**src/rtl/vending_pkg.sv**
```systemverilog
// vending_pkg: shared state encoding, default prices and seven-segment encodings
package vending_pkg;
  typedef enum logic [1:0] {
    IDLE   = 2'b00,
    VEND   = 2'b01,
    REFUND = 2'b10
  } state_e;
  localparam int DEF_PRICE_CHILD = 10;
  localparam int DEF_PRICE_MEN   = 12;
  localparam int DEF_PRICE_WOMEN = 15;
  localparam logic [7:0] SEG_BLANK = 8'hFF;
  // Active-low segment pattern for a decimal digit, dp off; non-decimal codes go blank
  function automatic logic [7:0] seg_digit(input logic [3:0] d);
    case (d)
      4'd0: return 8'hC0;
      4'd1: return 8'hF9;
      4'd2: return 8'hA4;
      4'd3: return 8'hB0;
      4'd4: return 8'h99;
      4'd5: return 8'h92;
      4'd6: return 8'h82;
      4'd7: return 8'hF8;
      4'd8: return 8'h80;
      4'd9: return 8'h90;
      default: return SEG_BLANK;
    endcase
  endfunction
endpackage

```
**src/rtl/vending_machine_seg7_scan.sv**
```systemverilog
// seg7_scan: multiplexes a 0..99 value onto a 4-digit active-low seven-segment display
module seg7_scan
  import vending_pkg::*;
#(
  parameter int REFRESH_BITS = 4
) (
  input  logic       clk,
  input  logic       rst,
  input  logic [6:0] value_i,
  output logic [3:0] anode_o,
  output logic [7:0] segment_o
);
  logic [REFRESH_BITS-1:0] scan_q;
  logic [3:0] tens, units;
  logic [1:0] dig;
  // Free-running scan counter; its top two bits pick the lit digit
  always_ff @(posedge clk or posedge rst)
    if (rst) scan_q <= '0;
    else scan_q <= scan_q + REFRESH_BITS'(1);
  // Split into BCD and drive one anode; tens blanks below 10, upper digits always blank
  always_comb begin
    tens = 4'(value_i / 7'd10);
    units = 4'(value_i % 7'd10);
    dig = scan_q[REFRESH_BITS-1 -: 2];
    anode_o = ~(4'b0001 << dig);
    segment_o = dig == 2'd0 ? seg_digit(units) :
                dig == 2'd1 && tens != 4'd0 ? seg_digit(tens) : SEG_BLANK;
  end
endmodule

```
**src/rtl/vending_machine.sv**
```systemverilog
// vending_machine: coin credit, refund and service-selection FSM with display; VM_DEBOUNCE_EN adds button debouncing
module vending_machine
  import vending_pkg::*;
#(
  parameter int PRICE_CHILD  = DEF_PRICE_CHILD,
  parameter int PRICE_MEN    = DEF_PRICE_MEN,
  parameter int PRICE_WOMEN  = DEF_PRICE_WOMEN,
  parameter int HOLD_CYCLES  = 16,
  parameter int CREDIT_MAX   = 99,
  parameter int REFRESH_BITS = 4
`ifdef VM_DEBOUNCE_EN
  , parameter int DEBOUNCE_CYCLES = 2
`endif
) (
  input  logic       clk,
  input  logic       rst,
  input  logic       BTNL,
  input  logic       BTNR,
  input  logic       BTND,
  input  logic       BTNC,
  input  logic       SW15,
  input  logic       SW14,
  input  logic       SW13,
  output logic       LED15,
  output logic       LED14,
  output logic       LED13,
  output logic [3:0] Anode_Activate,
  output logic [7:0] Segment
);
  localparam int TW = $clog2(HOLD_CYCLES + 1);
  logic [3:0] btn_q, btn_s, prev_q, edge_w;
  state_e state, state_d;
  logic [6:0] credit_q, credit_d, change_q, change_d, sat, price, disp;
  logic [2:0] led_q, led_d, sel;
  logic [TW-1:0] timer_q, timer_d;
  logic [7:0] coin_sum, acc;
  // Synchronise raw buttons, packed {L, R, D, C}
  always_ff @(posedge clk or posedge rst)
    if (rst) btn_q <= '0;
    else btn_q <= {BTNL, BTNR, BTND, BTNC};
`ifdef VM_DEBOUNCE_EN
  localparam int DW = $clog2(DEBOUNCE_CYCLES + 1);
  logic [DW-1:0] db_q [4];
  // Count consecutive high cycles per button, saturating once the button counts as pressed
  always_ff @(posedge clk or posedge rst)
    if (rst) for (int i = 0; i < 4; i++) db_q[i] <= '0;
    else for (int i = 0; i < 4; i++)
      db_q[i] <= !btn_q[i] ? '0 : db_q[i] == DW'(DEBOUNCE_CYCLES) ? db_q[i] : db_q[i] + DW'(1);
  // A button is pressed only once it has stayed high long enough
  always_comb for (int i = 0; i < 4; i++) btn_s[i] = db_q[i] == DW'(DEBOUNCE_CYCLES);
`else
  // Without debouncing the synchronised level is used directly
  always_comb btn_s = btn_q;
`endif
  // Previous level for rising-edge detection; tracked in every state so edges never queue
  always_ff @(posedge clk or posedge rst)
    if (rst) prev_q <= '0;
    else prev_q <= btn_s;
  // FSM and datapath registers
  always_ff @(posedge clk or posedge rst)
    if (rst) begin
      state <= IDLE;
      credit_q <= '0;
      change_q <= '0;
      led_q <= '0;
      timer_q <= '0;
    end else begin
      state <= state_d;
      credit_q <= credit_d;
      change_q <= change_d;
      led_q <= led_d;
      timer_q <= timer_d;
    end
  // Next state: refund beats coins and selection; coins are summed and saturated before the price test
  always_comb begin
    state_d = state;
    credit_d = credit_q;
    change_d = change_q;
    led_d = led_q;
    timer_d = timer_q;
    edge_w = btn_s & ~prev_q;
    coin_sum = (edge_w[3] ? 8'd2 : 8'd0) + (edge_w[2] ? 8'd5 : 8'd0) + (edge_w[1] ? 8'd10 : 8'd0);
    acc = {1'b0, credit_q} + coin_sum;
    sat = acc > 8'(CREDIT_MAX) ? 7'(CREDIT_MAX) : acc[6:0];
    sel = SW15 ? 3'b100 : SW14 ? 3'b010 : SW13 ? 3'b001 : 3'b000;
    price = SW15 ? 7'(PRICE_CHILD) : SW14 ? 7'(PRICE_MEN) : 7'(PRICE_WOMEN);
    case (state)
      IDLE:
        if (edge_w[0] && credit_q != '0) begin
          state_d = REFUND;
          timer_d = TW'(HOLD_CYCLES - 1);
        end else begin
          credit_d = sat;
          if (sel != '0 && sat >= price) begin
            state_d = VEND;
            change_d = sat - price;
            led_d = sel;
            timer_d = TW'(HOLD_CYCLES - 1);
          end
        end
      VEND, REFUND:
        if (timer_q == '0) begin
          state_d = IDLE;
          credit_d = '0;
          led_d = '0;
        end else timer_d = timer_q - TW'(1);
      default: begin
        state_d = IDLE;
        credit_d = '0;
        led_d = '0;
      end
    endcase
    disp = state == VEND ? change_q : credit_q;
  end
  assign {LED15, LED14, LED13} = led_q;
  seg7_scan #(.REFRESH_BITS(REFRESH_BITS)) u_scan (
    .clk(clk),
    .rst(rst),
    .value_i(disp),
    .anode_o(Anode_Activate),
    .segment_o(Segment)
  );
endmodule

```
**config.mk**
```make
export PLATFORM = sky130hd
export DESIGN_NAME = vending_machine
export DESIGN_NICKNAME = d
export VERILOG_FILES = /design/src/rtl/vending_pkg.sv /design/src/rtl/vending_machine_seg7_scan.sv /design/src/rtl/vending_machine.sv
export SDC_FILE = /design/constraint.sdc
export NUM_CORES = 1
export LEC_CHECK = 0
export BUFFER_PORTS_ARGS = -buffer_cell sky130_fd_sc_hd__buf_2
export CAP_MARGIN = 20
export CORE_MARGIN = 5
export CORE_UTILIZATION = 35
export DETAILED_ROUTE_END_ITERATION = 7
export GPL_TIMING_DRIVEN = 0
export PLACE_DENSITY = 0.62
export SLEW_MARGIN = 10
export SYNTH_ARGS = -nofsm -noshare
export SYNTH_HDL_FRONTEND = slang
export SYNTH_SLANG_ARGS = --single-unit
```
**constraint.sdc**
```tcl
create_clock -name clk -period 5.2 [get_ports clk]
set_input_delay 0.78 -clock clk [delete_from_list [all_inputs] [get_ports clk]]
set_output_delay 0.78 -clock clk [all_outputs]
set_load 0.1 [all_outputs]
```
* Yosys cells after proc, flatten, opt, wreduce, memory -nomap -nowiden *
Memory sizes are Yosys's and may differ from the RTL's.
Index checks and enable logic that the tools add are counted.

word-level totals
  input bits = 9
  logic and storage cells = 76
  register bits after elaboration = 36
  memories = 2
  memory bits (read-only) = 224
  output and inout port bits = 15

memory list
  memory            depth  bits a word  read ports  clocked after Yosys merged registers in  write ports  line               source
  (name not given)  16     7            1           0                                        0            vending_pkg.sv:14  case (d)
  (name not given)  16     7            1           0                                        0            vending_pkg.sv:14

operators by class
  reductions and logical operators = 16
  bitwise operators = 4
  shift operators = 1
  mux-type cells = 27
  divide/modulo/power cells = 2
  equality and inequality tests = 8
  $add $sub $neg = 6
  $lt $le $gt $ge = 2

operators with widths
  cell                 number
  $mux 7               4
  $mux 3               6
  $mux 8               2
  $mux 5               3
  $pmux 7 s2           1
  $mux 2               6
  $pmux 5 s2           1
  $reduce_and 3->1     3
  $add 7x5->8          1
  $gt 8x7->1 const B   1
  $ne 2x2->1 const B   4
  $not 4->4            2
  $div 7x4->7 const B  1
  $ge 7x4->1           1
  $mod 7x4->7 const B  1
  $reduce_bool 7->1    1
  $sub 7x4->7          1
  $pmux 3 s2           1
  $add 4x4->5          1
  $logic_not 5->1      1
  $sub 5x1->5 const B  1
  $add 2x3->4          1
  $add 4x1->4 const B  1
  $and 4x4->4          1
  15 further kinds     20

* Longest topological paths before layout *
Gate-level depths: netlist (run 1).

  depth in word-level cells = 13
  gate-level depth with buffers = 21
  gate-level depth less buffers = 20

* Hierarchy *
From an unflattened synthesis (run 1), not the netlist that was laid out.

unflattened totals
  cells, all modules = 401
  area total of the unflattened synthesis = 3,587.2 um^2

by module, submodules not included
  module           sequential area each (um^2)  instances  cells each  area each (um^2)
  vending_machine  800.8                        1          237         2,322.2
  seg7_scan        100.1                        1          164         1,265.0

* Worst setup path before layout (run 1) *
No wires, ideal clock.

  path kind = register to output
  start = register state[1]
  end = output Segment[0]
  stages on the path, launching flop included = 18
  data required time = 4,420 ps
  setup slack = -1,213 ps
  arrival time = 5,633 ps
  buffers on the path = 3
  cells stage by stage = dfrtp_1 > inv_1 > ha_1 > buf_4 > mux2i_1 > buf_2 > nand3_1 > a32o_1 > nor2_1 > ha_1 > clkbuf_1 > inv_1 > nor4_1 > o21ai_0 > o311ai_2 > and2_1 > nor3_2 > a222oi_1

on the way
  longest elaborated chain between the ends = 7
  elaborated cells on any way between the ends = 10
  those cells by class = div: 2; eq/ne: 1; mux: 3; reduce/logical: 2; memory: 2

RTL lines
  item                                                 line                             source
  start, declared                                      vending_machine.sv:32            state_e state, state_d;
  start signal, assigned                               vending_machine.sv:68            state <= state_d;
  $eq 2x1->1 *                                         vending_machine.sv:113           disp = state == VEND ? change_q : credit_q;
  $mux 7 *                                             vending_machine.sv:113
  branches (longest 4 deep; another with $div 7x4->7)  -
  $mux 8 *                                             vending_machine_seg7_scan.sv:26  segment_o = dig == 2'd0 ? seg_digit(units) :
  end, declared                                        vending_machine.sv:28            output logic [7:0] Segment

Mark *: on every way between the ends.

* Worst setup path after layout (run 1) *
  start = register btn_q[1]
  end = register change_q[4]

on the way
  longest elaborated chain between the ends = 9
  elaborated cells on any way between the ends = 10
  those cells by class = add/sub: 3; order compare: 2; mux: 2; bitwise: 1; reduce/logical: 2

RTL lines
  item                               line                   source
  start, declared                    vending_machine.sv:31  logic [3:0] btn_q, btn_s, prev_q, edge_w;
  start signal, assigned             vending_machine.sv:40  else btn_q <= {BTNL, BTNR, BTND, BTNC};
  $and 4x4->4 *                      vending_machine.sv:81  edge_w = btn_s & ~prev_q;
  $mux 4 *                           vending_machine.sv:82  coin_sum = (edge_w[3] ? 8'd2 : 8'd0) + (edge_w[2] ? 8'd5 : 8'd0) + (edge_w[1] ? 8'd10 : 8'd0);
  $add 4x4->5 *                      vending_machine.sv:82
  $add 7x5->8 *                      vending_machine.sv:83  acc = {1'b0, credit_q} + coin_sum;
  $gt 8x7->1                         vending_machine.sv:84  sat = acc > 8'(CREDIT_MAX) ? 7'(CREDIT_MAX) : acc[6:0];
  $mux 7 *                           vending_machine.sv:84
  $ge 7x4->1                         vending_machine.sv:94  if (sel != '0 && sat >= price) begin
  $logic_and 1x1->1                  vending_machine.sv:94
  $reduce_and 3->1 (no source line)  -
  end signal, assigned               vending_machine.sv:70  change_q <= change_d;
  end, declared                      vending_machine.sv:33  logic [6:0] credit_q, credit_d, change_q, change_d, sat, price, disp;

Mark *: on every way between the ends. The rest lies on a longest branch, timed or not.
A chain may end at the register's enable or synchronous reset.

==> impl_metrics.yaml, run 1 <==
synthesis:
  synthFlopType: "dfrtp_1"
  syn_avg_cell_area_um2: 8.885
  yosysUniqueCellTypes: 74
  yosysSeqAreaShare_pct: 27.70
  synth_nets: 404
  synth_warnings: 0
  synth-seq-cells: 36
  synth_top_cell_by_area: "dfrtp_1"
  synth.most_common_cell: "dfrtp_1"
  synth_top_area_share_pct: 27.70
  post_synth_most_frequent_cells: "dfrtp_1, nand2_1, inv_1, ha_1, nor2_1"
  syn_area_mm2: 0.003252
  synthCells: 366
  ys_async_sr_fraction_pct: 100.0
  synth_area_leaders: "dfrtp_1, ha_1, nand2_1, inv_1, nor2_1"
  synth_edf_count: 0
sta:
  clock.fmax_ghz: 0.2017
  max_slew_margin_pct: 51.75
  slew_viol_final: 0
  finalSetupTns_ps: 0
  period_needed_ps: 4957
  post-route-period-util_pct: 95.32
  clock-skew-final_ps: 5.740
  setup_viol: 0
  hold_violations: 0
  tightestPinTransition_ps: 722.8
floorplanning:
  die_w_um: 106.4
  dieArea_mm2: 0.01132
  core_area_mm2: 0.009153
  die_h_um: 106.4
  fp-row-count: 35
  initial_core_util_pct: 35.53
  io_pins: 24
finish:
  regArea_um2: 900.9
  nets: 436
  area_growth_pct: 18.70
  diodes: 0
  n_fill_cell: 902
  multi_input_area_mm2: 0.002335
  drive_gt1_share_pct: 23.31
  final_core_util_pct: 42.17
clock_network:
  clk_latency_ps: 290
  cts_buffer_depth: 2
  htree_levels: 2
  clock-root-buffer: "clkbuf_8"
  tritoncts: "done"
  path_clk_slew_ps: 70
  clock_sinks: 36
  cts_made_buffers: 5
global_routing:
  antenna_found_initial: 0
  grt_pass1_wl_um: 13060
  grt_max_degree: 37
  grt_usage_pct: 13.62
  grt_pass1_vias: 2804
  grt_remaining_overflow: 0
drt:
  antenna_left: 0
  routed_wl_um: 7686
  drc_errors: 0
  dr.pass1.iters: 4
  viasPerCell: 5.712
  drt_iter0_drc: 127
  wl_per_cell_um: 15.07
  num_vias: 2913
worst_setup_path:
  crit_arrival_ps: 5130
  max_stage_delay_ps: 530
  cp_cell_sequence: "nor2b_1 > fa_1 > ha_1 > inv_1 > fa_2 > xnor2_2 > nand2b_1 > o311a_1 > o31ai_4 > nand2_4 > nor2_4 > inv_1 > ha_1 > nor2b_1 > o21ai_0 > nand2b_1 > a31oi_2 > nand4bb_4 > a21oi_4 > mux2_2"
  setup.worst_path.class: "reg2reg"
  crit_path_top_delay_cell: "fa_1"
  reg2reg_depth: 20
  endpoint: "change_q[4]"
  critPathLaunchType: "flop"
  cp.required_ps: 5370
  startpoint: "btn_q[1]"
  timing.rr.end: "change_q[4]"
  r2r_slack_ps: 240
  r2r_start: "btn_q[1]"
  endpoint_kind: "flop"
  crit_fanout: 7
hold_path:
  min_from: "btn_q[3]"
  hold_class: "reg2reg"
placement:
  gp_congestion: 0.8425
  io_buffers: 22
  hpwl_um: 5995
run:
  max-cap-violations: 0
status:
  status: "complete, no violations"
[what timing repair did]
item	CTS	global route
setup endpoints to repair	17	24
gates resized for setup	5	23
hold buffers	0	0
pin swaps	1	2
hold endpoints to repair	0	0
setup buffers	0	3
[per-stage QoR]
stage	setup WS, ps	instances	hold slack, ps	instance area, um2
after global placement	-158.8	499	353.3	3638
after floorplan	-813.3	366	346.3	3390
after global routing	-49.71	510	388.8	3860
after detailed placement	-207.6	499	355.6	3638
after CTS	0.5556	507	373.0	3769
final	243.1	510	370.2	3860
[routing by layer]
| metal | GRT usage, % | part of all wire (%) | vias up |
|---|---|---|---|
| li1 | - | - | 1434 |
| met4 | 3.608 | 1.7 | 0 |
| met3 | 1.396 | 3.4 | 13 |
| met1 | 18.59 | 46 | 1381 |
| met5 | 0 | 0 | - |
| met2 | 22.94 | 49 | 85 |
[cell usage in the layout (no fill, tap or decap), types with 7 or more instances in the layout]
master    netlist  final
a21oi_1        12     12
nand4_1         7      7
buf_4           4     12
o21ai_0        10      9
nor2b_1         9      9
nand2b_1        8      8
ha_1           26     25
nand3_1        14     14
xnor2_1         8      7
nor2_1         25     22
nor4_1          8      8
inv_1          27     25
nor3_1          7      7
nand2_1        28     27
dfrtp_1        36     36
buf_2           7     20
[state kept, by name, summed over array words and instances, names as in the netlist]
name	count
change_q	7
timer_q	5
state	2
credit_q	7
prev_q	4
led_q	3
u_scan.scan_q	4
btn_q	4
[worst min path at each step]
| stage | cells after the start | slack, ps | endpoint |
|---|---|---|---|
| after CTS | 0 | 370 | prev_q[3] |
| after global placement | 0 | 350 | prev_q[3] |
| after detailed placement | 0 | 360 | prev_q[3] |
| after floorplan | 0 | 350 | prev_q[0] |
| after global routing | 0 | 390 | prev_q[3] |
| final | 0 | 370 | prev_q[3] |
[worst max-delay path, delay by kind of cell, from the launching register on]
kind | cells | cell delay [ps]
mux | 1 | 370
simple gates | 7 | 1210
buf+inv | 2 | 120
compound gates | 5 | 1170
fa+ha+maj | 4 | 1380
flops | 1 | 380
xor+xnor | 1 | 190
[final cells by class]
| class | instances | area share [%] |
|---|---|---|
| Clock inverter | 3 | 1.102 |
| Tap cell | 111 | 3.598 |
| Sequential cell | 36 | 23.34 |
| Timing Repair Buffer | 25 | 3.922 |
| Multi-Input combinational cell | 286 | 60.49 |
| Buffer | 17 | 3.144 |
| Clock buffer | 5 | 1.783 |
| Inverter | 27 | 2.626 |
[cell families (layout without fill, tap and decap cells)]
group | after synthesis | count (layout) | share of synthesized area [%]
flops | 36 | 36 | 27.70
buf+inv | 44 | 77 | 5.810
compound gates | 103 | 103 | 24.97
mux | 19 | 19 | 6.849
fa+ha+maj | 30 | 30 | 12.20
xor+xnor | 10 | 10 | 2.694
simple gates | 123 | 123 | 19.66
other cells | 1 | 1 | 0.1153
Power of run 1 is not shown: default switching activity piles up to over one toggle a cycle in this logic, so the estimate is an artifact.
==> run 2, diff against run 1 <==
--- a/config.mk
+++ b/config.mk
@@ -5,6 +5,7 @@
 export SDC_FILE = /design/constraint.sdc
 export NUM_CORES = 1
 export LEC_CHECK = 0
+export ABC_AREA = 1
 export BUFFER_PORTS_ARGS = -buffer_cell sky130_fd_sc_hd__buf_2
 export CAP_MARGIN = 20
 export CORE_MARGIN = 5
==> run 2 against run 1 <==
  * Worst hold slack improved by 5.1 ps
  * Flip-flop and latch count did not move
  * Fmax rose by 1.3%
  * Die area fell by 8.3%
  * Cell count rose by 4.7%
  * Global-route usage fell by 1.4 points
  * Via count fell by 13%
  * Non-clock buffer count fell by 17
  * Area after synthesis fell by 9.1%
  * First-iteration DRC count fell by 43%
  * Routed wire length fell by 24%
  * Register-to-register slack improved by 580 ps
  * Critical path type is now reg2out
==> impl_metrics.yaml, run 2 <==
finish:
  area_growth_pct: 13.00
  n_fill_cell: 844
  layout_common_cells: "nand2_1, inv_1, dfrtp_1"
  layout_commonest_cell: "nand2_1"
  nets: 466
  multi_input_area_mm2: 0.001808
  reg.largest.list: "change_q x7, credit_q x7, timer_q x5"
  regArea_um2: 900.9
  drive_gt1_share_pct: 20.05
  diodes: 0
hold_path:
  min_from: "btn_q[1]"
  whs_path_depth: 0
  min_to: "prev_q[1]"
  hold_class: "reg2reg"
global_routing:
  grt_remaining_overflow: 0
  grt_max_degree: 37
  antenna_found_initial: 0
  grt_usage_pct: 12.23
  grt_pass1_vias: 2512
  grt_pass1_wl_um: 10520
floorplanning:
  fp-row-count: 33
  core_area_mm2: 0.008217
  die_w_um: 101.9
  io_pins: 24
  die_h_um: 101.9
  dieArea_mm2: 0.01038
  initial_core_util_pct: 35.97
synthesis:
  yosysSeqAreaShare_pct: 30.48
  synthFlopType: "dfrtp_1"
  syn_area_mm2: 0.002955
  yosysUniqueCellTypes: 40
  synthCells: 399
  synth.most_common_cell: "nand2_1"
  synth_top_area_share_pct: 30.48
  synth-seq-cells: 36
  synth_edf_count: 0
  ys_async_sr_fraction_pct: 100.0
  synth_nets: 437
  synth_area_leaders: "dfrtp_1, nand2_1, ha_1, inv_1, nand3_1"
  synth_top_cell_by_area: "dfrtp_1"
  post_synth_most_frequent_cells: "nand2_1, inv_1, dfrtp_1, nor2_1, nand3_1"
  synth_warnings: 0
  syn_avg_cell_area_um2: 7.407
worst_setup_path:
  timing.rr.end: "change_q[0]"
  crit_path_top_delay_cell: "dfrtp_1"
  cp.required_ps: 4420
  r2r_start: "btn_q[1]"
  r2r_slack_ps: 820
  reg2reg_depth: 26
  endpoint_kind: "primary output"
  critPathLaunchType: "flop"
  max_stage_delay_ps: 390
  critical_path.most_common_cell: "nand2_2"
  crit_arrival_ps: 4110
  crit_fanout: 10
  setup.worst_path.class: "reg2out"
placement:
  hpwl_um: 4771
  io_buffers: 22
  gp_congestion: 0.7578
sta:
  tightestPinTransition_ps: 736.6
  hold_violations: 0
  clock-skew-final_ps: 8.377
  finalSetupTns_ps: 0
  period_needed_ps: 4893
  max_slew_margin_pct: 50.82
  slew_viol_final: 0
  clock.fmax_ghz: 0.2044
  rsz0062_at_grt: "false"
  setup_viol: 0
  post-route-period-util_pct: 94.09
clock_network:
  clock_sinks: 36
  clock-root-buffer: "clkbuf_8"
  cts_buffer_depth: 2
  htree_levels: 2
  cts_hold_buf: 0
  clk_latency_ps: 290
  cts_made_buffers: 5
  path_clk_slew_ps: 60
  tritoncts: "done"
drt:
  num_vias: 2535
  drc_errors: 0
  drt_iter0_drc: 73
  dr.pass1.iters: 4
  routed_wl_um: 5843
  viasPerCell: 4.747
  wl_per_cell_um: 10.94
  antenna_left: 0
run:
  max-cap-violations: 0
status:
  status: "complete, no violations"
## run 2: changes by cell type after synthesis, sizes merged, moves of 6 or more
| cell | change |
|---|---|
| buf | -8 |
| clkbuf | -6 |
| inv | +38 |
| mux2 | -11 |
| mux2i | -8 |
| nand2 | +93 |
| nand2b | -8 |
| nand3 | +18 |
| nor2 | +10 |
| nor2b | -9 |
| nor3 | -7 |
| nor4 | -10 |
| o21ai | +16 |
| o31ai | -7 |
## run 2: cells by family (layout without fill, tap and decap cells)
kind of cell	Yosys count	after routing	share of synthesized area [%]
AND/OR/NAND/NOR	200	200	32.60
buffers and inverters	68	98	9.229
AO/OA/AOI/OAI	55	55	11.56
flip-flops	36	36	30.48
adder cells (fa/ha/maj)	29	29	13.04
XOR/XNOR	10	10	2.964
other	1	1	0.1269
## run 2: worst max-delay path by stage
stage,from,to,slack (ps),depth (start not counted)
2_1_floorplan,state[0],Segment[2],190,28
3_5_place_dp,state[1],Segment[2],320,30
4_1_cts,state[1],Segment[2],50,30
5_1_grt,state[1],Segment[2],7,30
3_3_place_gp,state[1],Segment[2],410,30
6_report,state[1],Segment[1],310,30
## run 2: area by class of cell
cell class / count / share of cell area, %
sequential: 36 / 26.98
clock inverter: 2 / 1.049
inverter: 65 / 7.456
buffer: 3 / 0.7119
multi-input combinational: 295 / 54.14
timing repair buffer: 22 / 3.559
clock buffer: 6 / 2.173
tap: 105 / 3.934
## run 2: worst max-delay path, delay by kind of cell, from the launching register on
family | cells | cell delay [ps]
adder cells (fa/ha/maj) | 3 | 540
flip-flops | 1 | 390
AND/OR/NAND/NOR | 15 | 1500
buffers and inverters | 9 | 910
AO/OA/AOI/OAI | 3 | 470
## run 2: routing by layer
| layer | vias to the layer above | global-route usage, % | routed length [um] |
|---|---|---|---|
| met3 | 10 | 1.843 | 210 |
| met2 | 47 | 21.78 | 2861 |
| met5 | - | 0 | 0 |
| met4 | 0 | 4.440 | 104 |
| met1 | 1143 | 15.00 | 2667 |
| li1 | 1335 | - | - |
## run 2: repair_timing
item	CTS	global route
resized for setup	1	7
buffers inserted	0	0
gates cloned	0	0
setup endpoints to repair	1	7
## run 2: per-stage QoR
step	instance area (um2)	worst slack, ps	hold WS (ps)	util [%]	std cells
global placement	3203	414.9	358.1	38.98	526
CTS	3313	49.24	380.8	40.32	534
detailed placement	3203	322.4	360.4	38.98	526
finish	3339	307.5	375.3	40.64	534
global route	3339	7.051	391.5	40.64	534
floorplan	2962	192.2	353.3	-	399
Power of run 2 is left out for the same reason.
